==> src/rtl/sb_config_pkg.sv <==
// Shared types and constants for the switch-box configuration loader.
// Holds the loader FSM encoding, default frame field widths and the end-of-stream address.
package sb_config_pkg;

  localparam int CFG_DATA_WIDTH = 32;
  localparam int CFG_ADDR_WIDTH = 8;

  localparam logic [CFG_ADDR_WIDTH-1:0] END_ADDR = {CFG_ADDR_WIDTH{1'b1}};

  typedef enum logic [1:0] {
    S_ADDR,
    S_DATA,
    S_WRITE,
    S_DONE
  } loader_state_t;

endpackage

==> src/rtl/cfg_shift_in.sv <==
// Serial-in parallel-out shift register, MSB first; new bits enter at bit 0.
// One cycle from shift_en to updated dat; no backpressure of its own.
module cfg_shift_in #(
  parameter int WIDTH = 8
) (
  input  logic             clk,
  input  logic             reset,
  input  logic             clr,
  input  logic             shift_en,
  input  logic             bit_in,
  output logic [WIDTH-1:0] dat
);

  logic [WIDTH-1:0] sr_q;
  logic [WIDTH-1:0] sr_d;

  always_comb begin
    sr_d = sr_q;
    if (clr) begin
      sr_d = '0;
    end else if (shift_en) begin
      sr_d = {sr_q[WIDTH-2:0], bit_in};
    end
  end

  always_ff @(posedge clk) begin
    if (reset) begin
      sr_q <= '0;
    end else begin
      sr_q <= sr_d;
    end
  end

  assign dat = sr_q;

endmodule

==> src/rtl/sb_config_loader.sv <==
// Assembles serial (addr, data) frames and issues a one-cycle one-hot write strobe per frame.
// Strobe one cycle after the last data bit; cfg_ready drops for that cycle and forever after the end marker.
module sb_config_loader
  import sb_config_pkg::*;
#(
  parameter int DATA_WIDTH  = CFG_DATA_WIDTH,
  parameter int ADDR_WIDTH  = CFG_ADDR_WIDTH,
  parameter int NUM_TARGETS = 16,
  parameter int CNT_WIDTH   = 16
) (
  input  logic                   clk,
  input  logic                   reset,
  input  logic                   cfg_bit,
  input  logic                   cfg_valid,
  output logic                   cfg_ready,
  output logic [DATA_WIDTH-1:0]  config_data,
  output logic [NUM_TARGETS-1:0] config_en,
  output logic                   load_done,
  output logic                   addr_error,
  output logic [CNT_WIDTH-1:0]   words_loaded
);

  localparam int BC_W = $clog2((DATA_WIDTH > ADDR_WIDTH) ? DATA_WIDTH : ADDR_WIDTH);
  localparam logic [BC_W-1:0]       ADDR_LAST = BC_W'(ADDR_WIDTH - 1);
  localparam logic [BC_W-1:0]       DATA_LAST = BC_W'(DATA_WIDTH - 1);
  localparam logic [ADDR_WIDTH-1:0] NT        = ADDR_WIDTH'(NUM_TARGETS);
  localparam logic [ADDR_WIDTH-1:0] END_A     = {ADDR_WIDTH{1'b1}};

  loader_state_t          state_q, state_d;
  logic [BC_W-1:0]        bit_cnt_q, bit_cnt_d;
  logic [DATA_WIDTH-1:0]  config_data_q, config_data_d;
  logic [NUM_TARGETS-1:0] config_en_q, config_en_d;
  logic [CNT_WIDTH-1:0]   words_loaded_q, words_loaded_d;
  logic                   addr_error_q, addr_error_d;

  logic [ADDR_WIDTH-1:0]  addr_sr;
  logic [DATA_WIDTH-1:0]  data_sr;
  logic                   addr_shift, data_shift, data_clr;
  logic [ADDR_WIDTH-1:0]  addr_full;
  logic [DATA_WIDTH-1:0]  word_full;

  // Field value including the bit being accepted this cycle.
  assign addr_full = {addr_sr[ADDR_WIDTH-2:0], cfg_bit};
  assign word_full = {data_sr[DATA_WIDTH-2:0], cfg_bit};

  cfg_shift_in #(.WIDTH(ADDR_WIDTH)) u_addr_sr (
    .clk      (clk),
    .reset    (reset),
    .clr      (1'b0),
    .shift_en (addr_shift),
    .bit_in   (cfg_bit),
    .dat      (addr_sr)
  );

  cfg_shift_in #(.WIDTH(DATA_WIDTH)) u_data_sr (
    .clk      (clk),
    .reset    (reset),
    .clr      (data_clr),
    .shift_en (data_shift),
    .bit_in   (cfg_bit),
    .dat      (data_sr)
  );

  always_comb begin
    state_d        = state_q;
    bit_cnt_d      = bit_cnt_q;
    config_data_d  = config_data_q;
    config_en_d    = '0;
    words_loaded_d = words_loaded_q;
    addr_error_d   = addr_error_q;
    cfg_ready      = 1'b0;
    addr_shift     = 1'b0;
    data_shift     = 1'b0;
    data_clr       = 1'b0;
    unique case (state_q)
      S_ADDR: begin
        cfg_ready = 1'b1;
        if (cfg_valid) begin
          addr_shift = 1'b1;
          if (bit_cnt_q == ADDR_LAST) begin
            bit_cnt_d = '0;
            data_clr  = 1'b1;
            state_d   = (addr_full == END_A) ? S_DONE : S_DATA;
          end else begin
            bit_cnt_d = bit_cnt_q + 1'b1;
          end
        end
      end
      S_DATA: begin
        cfg_ready = 1'b1;
        if (cfg_valid) begin
          data_shift = 1'b1;
          if (bit_cnt_q == DATA_LAST) begin
            bit_cnt_d     = '0;
            config_data_d = word_full;
            state_d       = S_WRITE;
            // Strobe is registered so it lines up with S_WRITE.
            if (addr_sr < NT) config_en_d = NUM_TARGETS'(1) << addr_sr;
          end else begin
            bit_cnt_d = bit_cnt_q + 1'b1;
          end
        end
      end
      S_WRITE: begin
        if (addr_sr < NT) begin
          if (words_loaded_q != '1) words_loaded_d = words_loaded_q + 1'b1;
        end else begin
          addr_error_d = 1'b1;
        end
        state_d = S_ADDR;
      end
      S_DONE: begin
        state_d = S_DONE;
      end
      default: state_d = S_ADDR;
    endcase
  end

  always_ff @(posedge clk) begin
    if (reset) begin
      state_q        <= S_ADDR;
      bit_cnt_q      <= '0;
      config_data_q  <= '0;
      config_en_q    <= '0;
      words_loaded_q <= '0;
      addr_error_q   <= 1'b0;
    end else begin
      state_q        <= state_d;
      bit_cnt_q      <= bit_cnt_d;
      config_data_q  <= config_data_d;
      config_en_q    <= config_en_d;
      words_loaded_q <= words_loaded_d;
      addr_error_q   <= addr_error_d;
    end
  end

  assign config_data  = config_data_q;
  assign config_en    = config_en_q;
  assign words_loaded = words_loaded_q;
  assign addr_error   = addr_error_q;
  assign load_done    = (state_q == S_DONE);

endmodule

==> config.mk <==
export PLATFORM = sky130hd
export DESIGN_NAME = sb_config_loader
export DESIGN_NICKNAME = d
export VERILOG_FILES = /design/src/rtl/sb_config_pkg.sv /design/src/rtl/cfg_shift_in.sv /design/src/rtl/sb_config_loader.sv
export SDC_FILE = /design/constraint.sdc
export NUM_CORES = 1
export LEC_CHECK = 0
export ABC_AREA = 1
export CORE_ASPECT_RATIO = 1.1
export CORE_MARGIN = 4
export CORE_UTILIZATION = 40
export CTS_CLUSTER_SIZE = 8
export DETAILED_ROUTE_END_ITERATION = 8
export GPL_ROUTABILITY_DRIVEN = 0
export GPL_TIMING_DRIVEN = 1
export PLACE_DENSITY_LB_ADDON = 0.1
export SLEW_MARGIN = 25
export SYNTH_ARGS = -nofsm -noshare
export SYNTH_HDL_FRONTEND = slang
export SYNTH_SLANG_ARGS = --single-unit
export TNS_END_PERCENT = 50
==> constraint.sdc <==
create_clock -name clk -period 2.09 [get_ports clk]
set_input_delay 0.3135 -clock clk [delete_from_list [all_inputs] [get_ports clk]]
set_output_delay 0.3135 -clock clk [all_outputs]
set_load 0.01 [all_outputs]
==> Yosys cells after proc, flatten, opt, wreduce, memory -nomap -nowiden <==
Cells that the tools add are included.
{ "word_totals": {"wordCells": 55, "in_bits": 4, "reg_bits": 111, "output_inout_bits": 67} }
{ "classes": {"n_shift": 1, "n_eq_ne": 11, "bitwise_logic": 4, "reduce_logical": 10, "magnitude_cmp": 1, "add_sub_neg": 2, "n_mux": 18} }
{ "op_table": {"columns": ["op", "count"], "rows": [
  ["5-bit two-way mux", 4],
  ["16-bit by 1-bit adder with 16-bit output (second input constant)", 1],
  ["16-bit inequality test (second input constant)", 1],
  ["1-bit by 8-bit << shifter with 16-bit output (first input constant)", 1],
  ["2-bit two-way mux", 5],
  ["5-bit one-hot mux with 2 select lines", 1],
  ["3-bit AND reduction", 3],
  ["8-bit equality test (second input constant)", 1],
  ["8-bit by 5-bit < comparator with 1-bit output (second input constant)", 1],
  ["2-bit inequality test (second input constant)", 4],
  ["2-bit one-hot mux with 4 select lines", 1],
  ["1-bit two-way mux", 7],
  ["5-bit by 1-bit adder with 5-bit output (second input constant)", 1],
  ["5-bit by 3-bit equality test with 1-bit output (second input constant)", 1],
  ["5-bit equality test (second input constant)", 1],
  ["5-bit OR reduction", 1],
  ["2-bit equality test (second input constant)", 2],
  ["1-bit inverter", 4],
  ["4-bit AND reduction", 1],
  ["2-bit OR reduction", 2],
  ["2-bit by 1-bit equality test with 1-bit output (second input constant)", 1],
  ["2-bit zero test", 1],
  ["2-bit AND reduction", 1],
  ["2-bit nonzero test", 1]
]} }

==> Logic depth before layout (Yosys ltp) <==
{ "depth": {"ltp_word": 5, "depth_mapped": 11, "mapped_depth_nobuf": 10} }

==> Modules after synthesis <==
From an unflattened synthesis, not the netlist that was laid out.
{ "unflattened": {"hier_cells": 690, "area_unflattened_um2": 4763.3} }
{ "modules_own_cells": {"columns": ["mod", "area_each_um2", "cells_each", "seq_area_each_um2", "instances"], "rows": [
  ["sb_config_loader", 3045.4, 436, 1441.4, 1],
  ["cfg_shift_in at u_data_sr", 1356.3, 203, 640.6, 1],
  ["cfg_shift_in at u_addr_sr", 361.6, 51, 160.2, 1]
]} }

==> Least setup slack after synthesis <==
No wires, ideal clock.
{ "synth_timing": {"path_kind": "register -> register", "start": "register bit_cnt_q[0]", "end": "register config_data_q[10], in the netlist config_data[10]", "setup_time_ns": 0.071, "setup_slack_ns": 0.468, "stages_incl_launch_ff": 11, "period_less_slack_ns": 1.622, "arrival_time_ns": 1.551, "path_buffers": 1, "required_time_ns": 2.019, "path_cell_list": "dfxtp_1 ha_1 nand2_1 nor2_1 ha_1 nand2_1 inv_1 nand2_1 clkbuf_1 nand2_1 a21oi_1"} }
{ "synth_between": {"elab_chain_len": 2} }
{ "synth_rtl": {"columns": ["item", "line_no", "rtl"], "rows": [
  ["from (decl)", "sb_config_loader.sv:30", "logic [BC_W-1:0] bit_cnt_q, bit_cnt_d;"],
  ["from (signal assigned)", "sb_config_loader.sv:129", "bit_cnt_q <= bit_cnt_d;"],
  ["5-bit equality test", "sb_config_loader.sv:93", "if (bit_cnt_q == DATA_LAST) begin"],
  ["3-bit AND reduction (no source line)", null, null],
  ["to (signal assigned)", "sb_config_loader.sv:130", "config_data_q <= config_data_d;"],
  ["to (decl)", "sb_config_loader.sv:31", "logic [DATA_WIDTH-1:0] config_data_q, config_data_d;"]
]} }
Every way passes these cells.
A chain may end at the register's enable or synchronous reset.

==> Worst setup path after layout <==
{ "layout_timing": {"start": "register state_q[0]", "end": "output port cfg_ready"} }
{ "layout_between": {"elab_chain_len": 3, "elab_cells_between_ends": 4, "classes_between": "1 x eq/ne; 1 x mux; 2 x reduce/logical"} }
{ "layout_rtl": {"columns": ["item", "line_no", "rtl"], "rows": [
  ["from (decl)", "sb_config_loader.sv:29", "loader_state_t state_q, state_d;"],
  ["from (signal assigned)", "sb_config_loader.sv:128", "state_q <= state_d;"],
  ["2-bit by 1-bit equality test with 1-bit output or 2-bit zero test (tied branches)", "sb_config_loader.sv:75", "unique case (state_q)"],
  ["2-bit OR reduction (no source line) (*)", null, null],
  ["1-bit two-way mux (*)", "sb_config_loader.sv:75", null],
  ["to (decl)", "sb_config_loader.sv:15", "output logic cfg_ready,"]
]} }
Mark *: on every way between the ends. The rest lies on a longest branch, timed or not.

==> flow_summary.json <==
{
  "synth_commonest_cells": "nand2_1, dfxtp_1, a21oi_1, nor2_1, inv_1",
  "pwr-share-comb_pct": 5.6,
  "clkLatencyLatePin_ns": 0.34,
  "diodes": 0,
  "root_buffer": "clkbuf_16",
  "path_max_fanout": 4,
  "hold_class": "register to register",
  "status": "finished, final reports clean",
  "setup_violations": 0,
  "ant_nets": 0,
  "start_util_pct": 41.5,
  "wl_per_cell_microns": 11.8,
  "synth_compound_area_share_pct": 11.0,
  "syn_inst": 591,
  "p_total_mw": 4.08,
  "fp.dieW_microns": 107,
  "drtIter0Drc": 103,
  "synth.distinct_cells": 25,
  "cp.arrival_ns": 1.68,
  "synthFlopType": "dfxtp_1",
  "syn_to_final_growth_pct": 27.1,
  "switchingPower_uw": 913,
  "grt_use_total_pct": 15.4,
  "synth_edf_count": 0,
  "required_ns": 1.78,
  "layout-drive-gt1-share_pct": 5.73,
  "max-cap-violations": 0,
  "power_frac_clock_pct": 41.4,
  "dieHeight_microns": 117,
  "final_nets": 672,
  "ir_worst_vdd_v": 0.000342,
  "via_per_inst": 4.72,
  "cp-start-kind": "register",
  "min_period_over_period_pct": 95.5,
  "grt_max_degree": 39,
  "period_needed_ns": 2.00,
  "synth.most_common_cell": "nand2_1",
  "ctsHoldBuffers": 0,
  "core-area_sq_um": 10500,
  "grt_pass1_wl_microns": 16100,
  "p_per_area_nw_per_um2": 738,
  "num_rows": 39,
  "muxShareOfSynthArea_pct": 0,
  "p_sw_share_pct": 22.4,
  "crit_path_end_kind": "output port",
  "synth_area_leaders": "dfxtp_1, nand2_1, a21oi_1, nor2_1, inv_1",
  "critical_path_class": "register to output port",
  "drc": 0,
  "antenna_found_initial": 0,
  "die_area_sq_um": 12600,
  "h-tree-depth": 3,
  "cts_tree": "done",
  "grt_pass1_vias": 3510,
  "rsz0062_at_grt": "false",
  "p_int_mw": 3.17,
  "worstMarginPinSlew_ns": 0.414,
  "synth.cell_area_sq_um": 4350,
  "p_leak_nw": 2.00,
  "tns_ns": 0,
  "fmax_ghz": 0.501,
  "hold_violations": 0,
  "portBuffers": 70,
  "cts_made_buffers": 9,
  "num_io_pins": 71,
  "max_slew_margin_pct": 72.4,
  "synth_warnings": 0,
  "hpwlAfterDp_microns": 6530,
  "yosys.area.top_type": "dfxtp_1",
  "synth_seq_area_share_pct": 51.0,
  "avgSynthCellArea_sq_um": 7.37,
  "synth_fa_ha_area_share_pct": 2.30,
  "vias": 3804,
  "clockBufferDepth": 2,
  "wl_microns": 9500,
  "async_flop_share_pct": 0,
  "overflow": 0,
  "slew_viol_final": 0,
  "clk_pin_slew_worst_paths_ns": 0.07,
  "yosys.area_share.simple_pct": 29.2,
  "synth.top_cell.area_share_pct": 51.0,
  "synth_top_family_by_area": "simple AND/OR/NAND/NOR gates",
  "seqPwrFrac_pct": 52.9,
  "ys_ff_latch": 111,
  "cts.sinks": 111,
  "synth_fp_nets": 603,
  "clock_skew_ns": 0.00748,
  "synth_xor_area_share_pct": 0.604,
  "dr.pass1.iters": 4
}
through the flow:
step	area [sq um]	util [%]	setup slack [ns]	hold WS [ns]	cells
floorplan	4350	-	0.468	0.436	591
global placement	5230	49.9	0.257	0.450	790
detailed placement	5230	49.9	0.119	0.451	790
CTS	5520	52.6	0.0679	0.466	804
global route	5530	52.7	0.00953	0.488	806
finish	5530	52.7	0.0939	0.465	806
cells by family after synthesis:
family,after synthesis
DFF,111
and+or+nand+nor,310
adders and majority gates,8
xor gates and xnor gates,3
buffers and inverters,64
AOI/OAI and AO/OA,95
sequential cells by signal, indices dropped and copies added, names as in the netlist:
signal	count
config_data	32
u_data_sr.dat	31
config_en	16
words_loaded	16
u_addr_sr.dat	8
bit_cnt_q	5
state_q	2
addr_error	1
power by group through the flow:
stage	Sequential (mW)	Clock [mW]	Combinational, mW
2_1_floorplan	2.20	0	0.170
3_3_place_gp	2.21	0	0.228
3_5_place_dp	2.21	0	0.234
4_1_cts	2.16	1.73	0.234
5_1_grt	2.16	1.83	0.260
6_report	2.16	1.69	0.231
cell usage in the layout (no fill, tap or decap):
master,netlist,routed
a211oi_1,2,2
a21oi_1,79,79
buf_12,0,2
buf_4,0,9
bufinv_16,0,1
clkbuf_1,18,1
clkbuf_16,0,9
clkbuf_8,0,1
clkdlybuf4s50_1,0,69
clkinv_1,1,1
clkinv_2,0,1
dfxtp_1,111,110
dfxtp_2,0,1
dlygate4sd2_1,0,1
ha_1,8,8
inv_1,37,37
inv_2,3,3
inv_6,0,1
nand2_1,198,198
nand2_2,2,2
nand3_1,23,23
nand4_1,7,7
nor2_1,69,69
nor2_2,1,1
nor2_4,1,1
nor2_8,2,2
nor3_1,4,4
o21ai_0,13,13
o21ai_2,0,1
or2_2,2,2
or2_4,1,1
xor2_1,3,3
repair_timing:
| item | CTS | global route |
|---|---|---|
| resized for setup | 1 | 1 |
| setup endpoints to repair | 1 | 17 |
| buffers inserted | 0 | 2 |
| pin swaps | 0 | 2 |
area by class of cell:
| cell class | count | area (sq um) |
|---|---|---|
| Fill cell | 1031 | 4960 |
| Sequential cell | 111 | 2220 |
| Multi-Input combinational cell | 416 | 1880 |
| Timing Repair Buffer | 81 | 807 |
| Clock buffer | 11 | 243 |
| Tap cell | 143 | 179 |
| Inverter | 41 | 154 |
| Clock inverter | 3 | 43.8 |
routing by layer:
metal	up-vias	wire (microns)	track usage [%]
met3	14	328	3.63
li1	2003	-	-
met5	-	0	0
met2	52	4610	26.3
met4	0	155	5.45
met1	1735	4410	18.7
path summary, 6_finish.rpt:
| path | start | to | slack [ns] | depth (start not counted) |
|---|---|---|---|---|
| min reg2reg | u_data_sr.dat[30] | u_data_sr.dat[30] | 0.47 | 2 |
| max | state_q[0] | cfg_ready | 0.09 | 4 |
| min | u_data_sr.dat[30] | u_data_sr.dat[30] | 0.47 | 2 |
| max reg2reg | bit_cnt_q[0] | config_en[3] | 0.24 | 11 |
worst max-delay path, cell delays in order (launching register included):
cell and delay (ns):
dfxtp_1 0.39, inv_1 0.10, ha_1 0.25, or2_2 0.31, dlygate4sd2_1 0.29
No activity file was read; power rests on OpenSTA's default activity.
